File: config.mk
export PLATFORM = sky130hd
export DESIGN_NAME = fft_pingpong_buf
export DESIGN_NICKNAME = d
export VERILOG_FILES = /design/src/rtl/fft_pkg.sv /design/src/rtl/fft_twiddle_rom.sv /design/src/rtl/fft_pingpong_buf.sv
export SDC_FILE = /design/constraint.sdc
export NUM_CORES = 2
export LEC_CHECK = 0
export CAP_MARGIN = 20
export CORE_ASPECT_RATIO = 1.1
export CORE_MARGIN = 1
export CORE_UTILIZATION = 45
export DETAILED_ROUTE_END_ITERATION = 8
export PLACE_DENSITY = 0.61
export SLEW_MARGIN = 10
export SYNTH_ARGS = -nofsm -noshare
export SYNTH_HDL_FRONTEND = slang
export SYNTH_SLANG_ARGS = --single-unit
export TNS_END_PERCENT = 5
File: constraint.sdc
create_clock -name clk -period 14.6 [get_ports clk]
set_clock_uncertainty 0.1 [all_clocks]
set_input_delay 2.92 -clock clk [delete_from_list [all_inputs] [get_ports clk]]
set_output_delay 2.92 -clock clk [all_outputs]
set_load 0.01 [all_outputs]
File: src/rtl/fft_pkg.sv
// fft_pkg: shared types, constants and elaboration-time helpers for the
// FFT sample buffer.
//   bank_state_e : per-bank ping-pong state (EMPTY / FULL)
//   bitrev       : reverse the low 'size' bits of an index
//   twiddle      : Q1.12 cos / -sin value for index k of an n-point FFT,
//                  rounded to nearest and saturated to a w-bit signed range
package fft_pkg;

  localparam int TW_W   = 14;
  localparam int TW_ONE = 4096;

  typedef enum logic {
    BANK_EMPTY = 1'b0,
    BANK_FULL  = 1'b1
  } bank_state_e;

  function automatic int unsigned bitrev(input int unsigned v, input int size);
    int unsigned r;
    r = 0;
    for (int i = 0; i < size; i++) begin
      r[size-1-i] = v[i];
    end
    return r;
  endfunction

  function automatic int tw_sat(input int v, input int w);
    int hi;
    int lo;
    hi = (1 << (w - 1)) - 1;
    lo = -(1 << (w - 1));
    if (v > hi) return hi;
    if (v < lo) return lo;
    return v;
  endfunction

  // Angle is in [0, pi) for k < n/2, so a plain Maclaurin series converges
  // well within double precision; no trig system functions are needed.
  function automatic int twiddle(input int k, input int n, input bit want_sin, input int w);
    real th;
    real term;
    real c;
    real s;
    real x;
    int  v;
    th   = 2.0 * 3.14159265358979323846 * real'(k) / real'(n);
    term = 1.0;
    c    = 0.0;
    s    = 0.0;
    for (int i = 0; i < 40; i++) begin
      case (i % 4)
        0:       c = c + term;
        1:       s = s + term;
        2:       c = c - term;
        default: s = s - term;
      endcase
      term = term * th / real'(i + 1);
    end
    x = want_sin ? (-s * real'(TW_ONE)) : (c * real'(TW_ONE));
    v = (x >= 0.0) ? $rtoi(x + 0.5) : -$rtoi(-x + 0.5);
    return tw_sat(v, w);
  endfunction

endpackage

File: src/rtl/fft_twiddle_rom.sv
// fft_twiddle_rom: N/2-entry twiddle table with a registered 1-cycle read.
//   clk, rst : clock, asynchronous active-high reset (clears outputs only)
//   i_en     : load the output registers from the table
//   i_addr   : twiddle index k, 0..N/2-1
//   o_cos    : round(4096*cos(2*pi*k/N)), held when i_en is low
//   o_sin    : round(-4096*sin(2*pi*k/N)), held when i_en is low
module fft_twiddle_rom #(
  parameter int N    = 16,
  parameter int TW_W = fft_pkg::TW_W
) (
  input  logic                     clk,
  input  logic                     rst,
  input  logic                     i_en,
  input  logic [$clog2(N)-2:0]     i_addr,
  output logic signed [TW_W-1:0]   o_cos,
  output logic signed [TW_W-1:0]   o_sin
);
  import fft_pkg::*;

  logic signed [TW_W-1:0] w_cos_tab [N/2];
  logic signed [TW_W-1:0] w_sin_tab [N/2];

  for (genvar k = 0; k < N/2; k++) begin : g_tab
    localparam int COS_V = twiddle(k, N, 1'b0, TW_W);
    localparam int SIN_V = twiddle(k, N, 1'b1, TW_W);
    assign w_cos_tab[k] = TW_W'(COS_V);
    assign w_sin_tab[k] = TW_W'(SIN_V);
  end

  // Stage p0 -> p1: table lookup
  always_ff @(posedge clk or posedge rst) begin
    if (rst) begin
      o_cos <= '0;
      o_sin <= '0;
    end else if (i_en) begin
      o_cos <= w_cos_tab[i_addr];
      o_sin <= w_sin_tab[i_addr];
    end
  end

endmodule

File: src/rtl/fft_pingpong_buf.sv
// fft_pingpong_buf: two-bank N-point complex sample buffer. Samples arrive in
// natural order and are stored at bit-reversed addresses; one bank fills while
// the other is read at random by the butterfly engine.
//   clk, rst          : clock, asynchronous active-high reset
//   in_valid/in_ready : input handshake; in_ready is high while the write bank is EMPTY
//   Re_i, Im_i        : signed input sample
//   frame_ready       : the read bank holds a complete frame
//   en_rd, rd_ptr     : read strobe and address within the read bank
//   tw_ptr            : twiddle index k
//   rd_done           : release the read bank back to the writer
//   Re_o, Im_o        : read data, 1-cycle latency, held when not reading
//   cos_data/sin_data : twiddle pair, aligned with Re_o/Im_o
//   en_radix          : outputs valid this cycle
module fft_pingpong_buf #(
  parameter int DATA_W = 29,
  parameter int N      = 16,
  parameter int SIZE   = 4,
  parameter int TW_W   = fft_pkg::TW_W
) (
  input  logic                     clk,
  input  logic                     rst,
  input  logic                     in_valid,
  output logic                     in_ready,
  input  logic signed [DATA_W-1:0] Re_i,
  input  logic signed [DATA_W-1:0] Im_i,
  output logic                     frame_ready,
  input  logic                     en_rd,
  input  logic [SIZE-1:0]          rd_ptr,
  input  logic [SIZE-2:0]          tw_ptr,
  input  logic                     rd_done,
  output logic signed [DATA_W-1:0] Re_o,
  output logic signed [DATA_W-1:0] Im_o,
  output logic signed [TW_W-1:0]   cos_data,
  output logic signed [TW_W-1:0]   sin_data,
  output logic                     en_radix
);
  import fft_pkg::*;

  bank_state_e              r_state [2];
  logic                     r_wr_bank;
  logic                     r_rd_bank;
  logic [SIZE-1:0]          r_wr_cnt;
  logic                     r_vld_p1;
  logic signed [DATA_W-1:0] r_mem_re [2][N];
  logic signed [DATA_W-1:0] r_mem_im [2][N];

  logic                     w_wr_acc;
  logic                     w_rd_acc;
  logic                     w_release;
  logic                     w_last;
  logic [SIZE-1:0]          w_wr_addr;

  assign in_ready    = (r_state[r_wr_bank] == BANK_EMPTY);
  assign frame_ready = (r_state[r_rd_bank] == BANK_FULL);
  assign w_wr_acc    = in_valid && in_ready;
  assign w_rd_acc    = en_rd && frame_ready;
  assign w_release   = rd_done && frame_ready;
  assign w_last      = (r_wr_cnt == SIZE'(N - 1));
  assign w_wr_addr   = SIZE'(bitrev(32'(r_wr_cnt), SIZE));

  // Bank bookkeeping. The bank being written is EMPTY and the bank being
  // released is FULL, so the two state updates never hit the same bank.
  always_ff @(posedge clk or posedge rst) begin
    if (rst) begin
      r_state[0] <= BANK_EMPTY;
      r_state[1] <= BANK_EMPTY;
      r_wr_bank  <= 1'b0;
      r_rd_bank  <= 1'b0;
      r_wr_cnt   <= '0;
    end else begin
      if (w_wr_acc) begin
        r_wr_cnt <= r_wr_cnt + 1'b1;
        if (w_last) begin
          r_state[r_wr_bank] <= BANK_FULL;
          r_wr_bank          <= ~r_wr_bank;
        end
      end
      if (w_release) begin
        r_state[r_rd_bank] <= BANK_EMPTY;
        r_rd_bank          <= ~r_rd_bank;
      end
    end
  end

  always_ff @(posedge clk) begin
    if (w_wr_acc) begin
      r_mem_re[r_wr_bank][w_wr_addr] <= Re_i;
      r_mem_im[r_wr_bank][w_wr_addr] <= Im_i;
    end
  end

  // Stage p0 -> p1: read uses the pre-release rd_bank, so a read issued with
  // rd_done still returns the bank being released.
  always_ff @(posedge clk or posedge rst) begin
    if (rst) begin
      Re_o     <= '0;
      Im_o     <= '0;
      r_vld_p1 <= 1'b0;
    end else begin
      r_vld_p1 <= w_rd_acc;
      if (w_rd_acc) begin
        Re_o <= r_mem_re[r_rd_bank][rd_ptr];
        Im_o <= r_mem_im[r_rd_bank][rd_ptr];
      end
    end
  end

  assign en_radix = r_vld_p1;

  fft_twiddle_rom #(
    .N    (N),
    .TW_W (TW_W)
  ) u_tw_rom (
    .clk    (clk),
    .rst    (rst),
    .i_en   (w_rd_acc),
    .i_addr (tw_ptr),
    .o_cos  (cos_data),
    .o_sin  (sin_data)
  );

endmodule

==> run metrics <==
status completed; CP cell instances clkdlybuf4s50_1, nor2b_4, buf_12, buf_4, a22o_1, a221oi_2, o22ai_1, o41ai_2; vias 38.8k; synthesis-to-layout area growth 13.6%; WP buf/inv 3; GR Util met3 0.0358; CTS clk-pin slew, worst paths 0.06 ns; full die area 170000 um2; io pins 159; fin area 86300 um2; Tightest Pin Transition 1.17 ns; Critical Path RT 15.16 ns; GR Util met2 0.383; Main synth FF type edfxtp_1; postcts setup bufs 0; nets@finish 4311; Core Region 167000 um2; Root Buffer clkbuf_16; DRC viols 0; utilization after layout 0.517; FMAX 159 MHz; Synth top area share 0.734; largest net degree at the start of global routing 129; Placer Congestion 0.737; TritonRoute pass-1 iters 5; Core Rows 157; syn_area_per_cell 18.9 um2; Max H-tree Level 4; CTS tree built; largest incremental delay on the critical path 0.81 ns; WL final 194000 um; fin crit period 6.29 ns; Seq/Total Area, Yosys 0.762; Max Cap Viol 0; Synth Register Bits 1941; Sequential Area 57900 um2; DR vias/cell 5.85; worst-skew pair later-pin latency 0.82 ns; CTS max path bufs 3; FFs w/ async S/R, synth 0.0438; RSZ-0062 raised after global routing no; die height 433 um; crit share post-route 0.431; Crit path arrival time 6.85 ns; Leak 29.1 nW; cts hold-fix bufs 0; initial antenna violation count 7; slowest CP cell buf_4; area of the multi-input gates 16800 um2; pwr dens 168 nW/um2; Chip Width 394 um; Placement Cell Area 79900 um2; grt total ovfl 0; share of cells above drive strength 1 0.135; CP Launch Type input pin; final setup fails 0; Starting Density 0.455; CTS buffer count 187; Total Routing Usage GR 0.225; GR Util met1 0.302; clk sinks 1941; Port Buf Inserts 155; Hold/Removal Path Class reg2reg; maximum vdd drop 161 uV; setup TNS 0 ns; initial DRC count 3703; Final Hold Fails 0; relative slew slack 0.220; cells after synthesis 4025; global-route wire length before repair 278000 um; vias in the first global route 38.9k; worst-path maximum fanout 115; Synth area leaders edfxtp_1 73%, mux2i_1 12%, dfrtp_1 2.8%, a22oi_1 2.3%, a221oi_2 2.1%; Yosys top cell by area edfxtp_1; Fillers 13.3k; post-CTS sizing 0; GRT Max-Usage Layer met2; detailed placement HPWL 97800 um; synthesized area 75900 um2; CP endpoint kind flop; Yosys cell types 37; synthesis warning total 0; Avg WL per Cell 29.3 um; Detail Route Antenna Nets 0; Post-synth EDFFs 1856; Final Slew Violations 0; crit path kind in2reg; kind of cell adding the most delay to the critical path buffers and inverters
worst register-to-register path, stage by stage (launching register included):
cell and delay (ns):
dfrtp_4 0.74, buf_4 0.79, buf_12 0.66, buf_4 1.12, buf_4 0.88, mux2i_1 0.49
a22o_1 0.21, a221oi_2 0.04, o22ai_1 0.57, o41ai_2 0.17
area by class of cell:
type / count / area share
Antenna cell: 3 / 0.0000870
Inverter: 8 / 0.000406
Sequential cell: 1941 / 0.671
Tap cell: 2226 / 0.0323
Clock inverter: 86 / 0.00692
Multi-Input combinational cell: 1816 / 0.195
Timing Repair Buffer: 279 / 0.0341
Clock buffer: 265 / 0.0605
Yosys cell counts, drive strengths merged, types with 8 or more instances:
library cell	n
dfrtp	85
ha	8
mux2i	931
a221oi	116
o41ai	58
a21oi	123
a22oi	232
edfxtp	1856
o22ai	58
buf	165
a22o	116
inv	8
nor2	30
clkbuf	97
nand2	86
o21ai	17
final timing paths:
check	startpoint	endpoint	slack [ns]	cells past startpoint
setup / recovery	rd_ptr[1]	Im_o[1]	8.31	8
hold / removal	u_tw_rom.o_sin[7]	u_tw_rom.o_sin[7]	0.38	2
setup reg to reg	r_rd_bank	Re_o[0]	8.65	9
hold reg to reg	u_tw_rom.o_sin[7]	u_tw_rom.o_sin[7]	0.38	2
max in group asynchronous	rst	Re_o[19]	10.56	3
min in group asynchronous	rst	en_radix	2.46	2
per-layer routing:
metal  vias up  wire (um)
met5         -         13
met4         2       3880
met3       228      10700
met2      1157      97500
met1     20500      82100
li1      16800          -
cells in the final DEF (no fill, tap or decap), drive strengths merged, types with 4 or more instances in the layout:
cell | synthesis | layout
nor2b | 6 | 6
nand2 | 86 | 86
buf | 165 | 124
clkinv | 0 | 77
edfxtp | 1856 | 1856
clkbuf | 97 | 265
nor2 | 30 | 30
ha | 8 | 8
a22oi | 232 | 232
nand2b | 6 | 6
o41ai | 58 | 58
mux2i | 931 | 931
a22o | 116 | 116
inv | 8 | 13
clkdlybuf4s50 | 0 | 155
o22ai | 58 | 58
o21ai | 17 | 17
a21oi | 123 | 123
a221oi | 116 | 116
nor3 | 5 | 5
dfrtp | 85 | 85
or3 | 4 | 4
nand3 | 4 | 4
power breakdown:
group          internal [mW]  leakage, nW  switching, mW
combinational           1.32         8.39           1.80
sequential              6.52         17.8          0.224
clock                   2.55         2.87           2.04
cells by family after synthesis:
| logic type | synth area share |
|---|---|
| xor gates and xnor gates | 0.000346 |
| muxes | 0.123 |
| AOI/OAI and AO/OA | 0.0852 |
| DFF | 0.762 |
| buffers and inverters | 0.0200 |
| and+or+nand+nor | 0.00798 |
| other | 0.0000494 |
| adders and majority gates | 0.00132 |
state kept, by name, summed over array words and instances, names as in the netlist:
signal and cells:
r_mem_im 928, r_mem_re 928, Im_o 29, Re_o 29
u_tw_rom.o_cos 11, u_tw_rom.o_sin 7, r_wr_cnt 4, r_state 2
en_radix 1, r_rd_bank 1, r_wr_bank 1
metrics by stage:
step           cells  hold slack (ns)  worst slack, ns  power, mW
4_1_cts         6589            0.384             8.38       14.6
6_report        6624            0.378             8.31       14.5
3_5_place_dp    6238            0.369             7.50       9.99
5_1_grt         6623            0.405             8.28       15.0
2_1_floorplan   4027            0.387             6.47       9.02
3_3_place_gp    6234            0.361             7.54       9.95
Note: power is estimated with default switching activity, not from simulation.
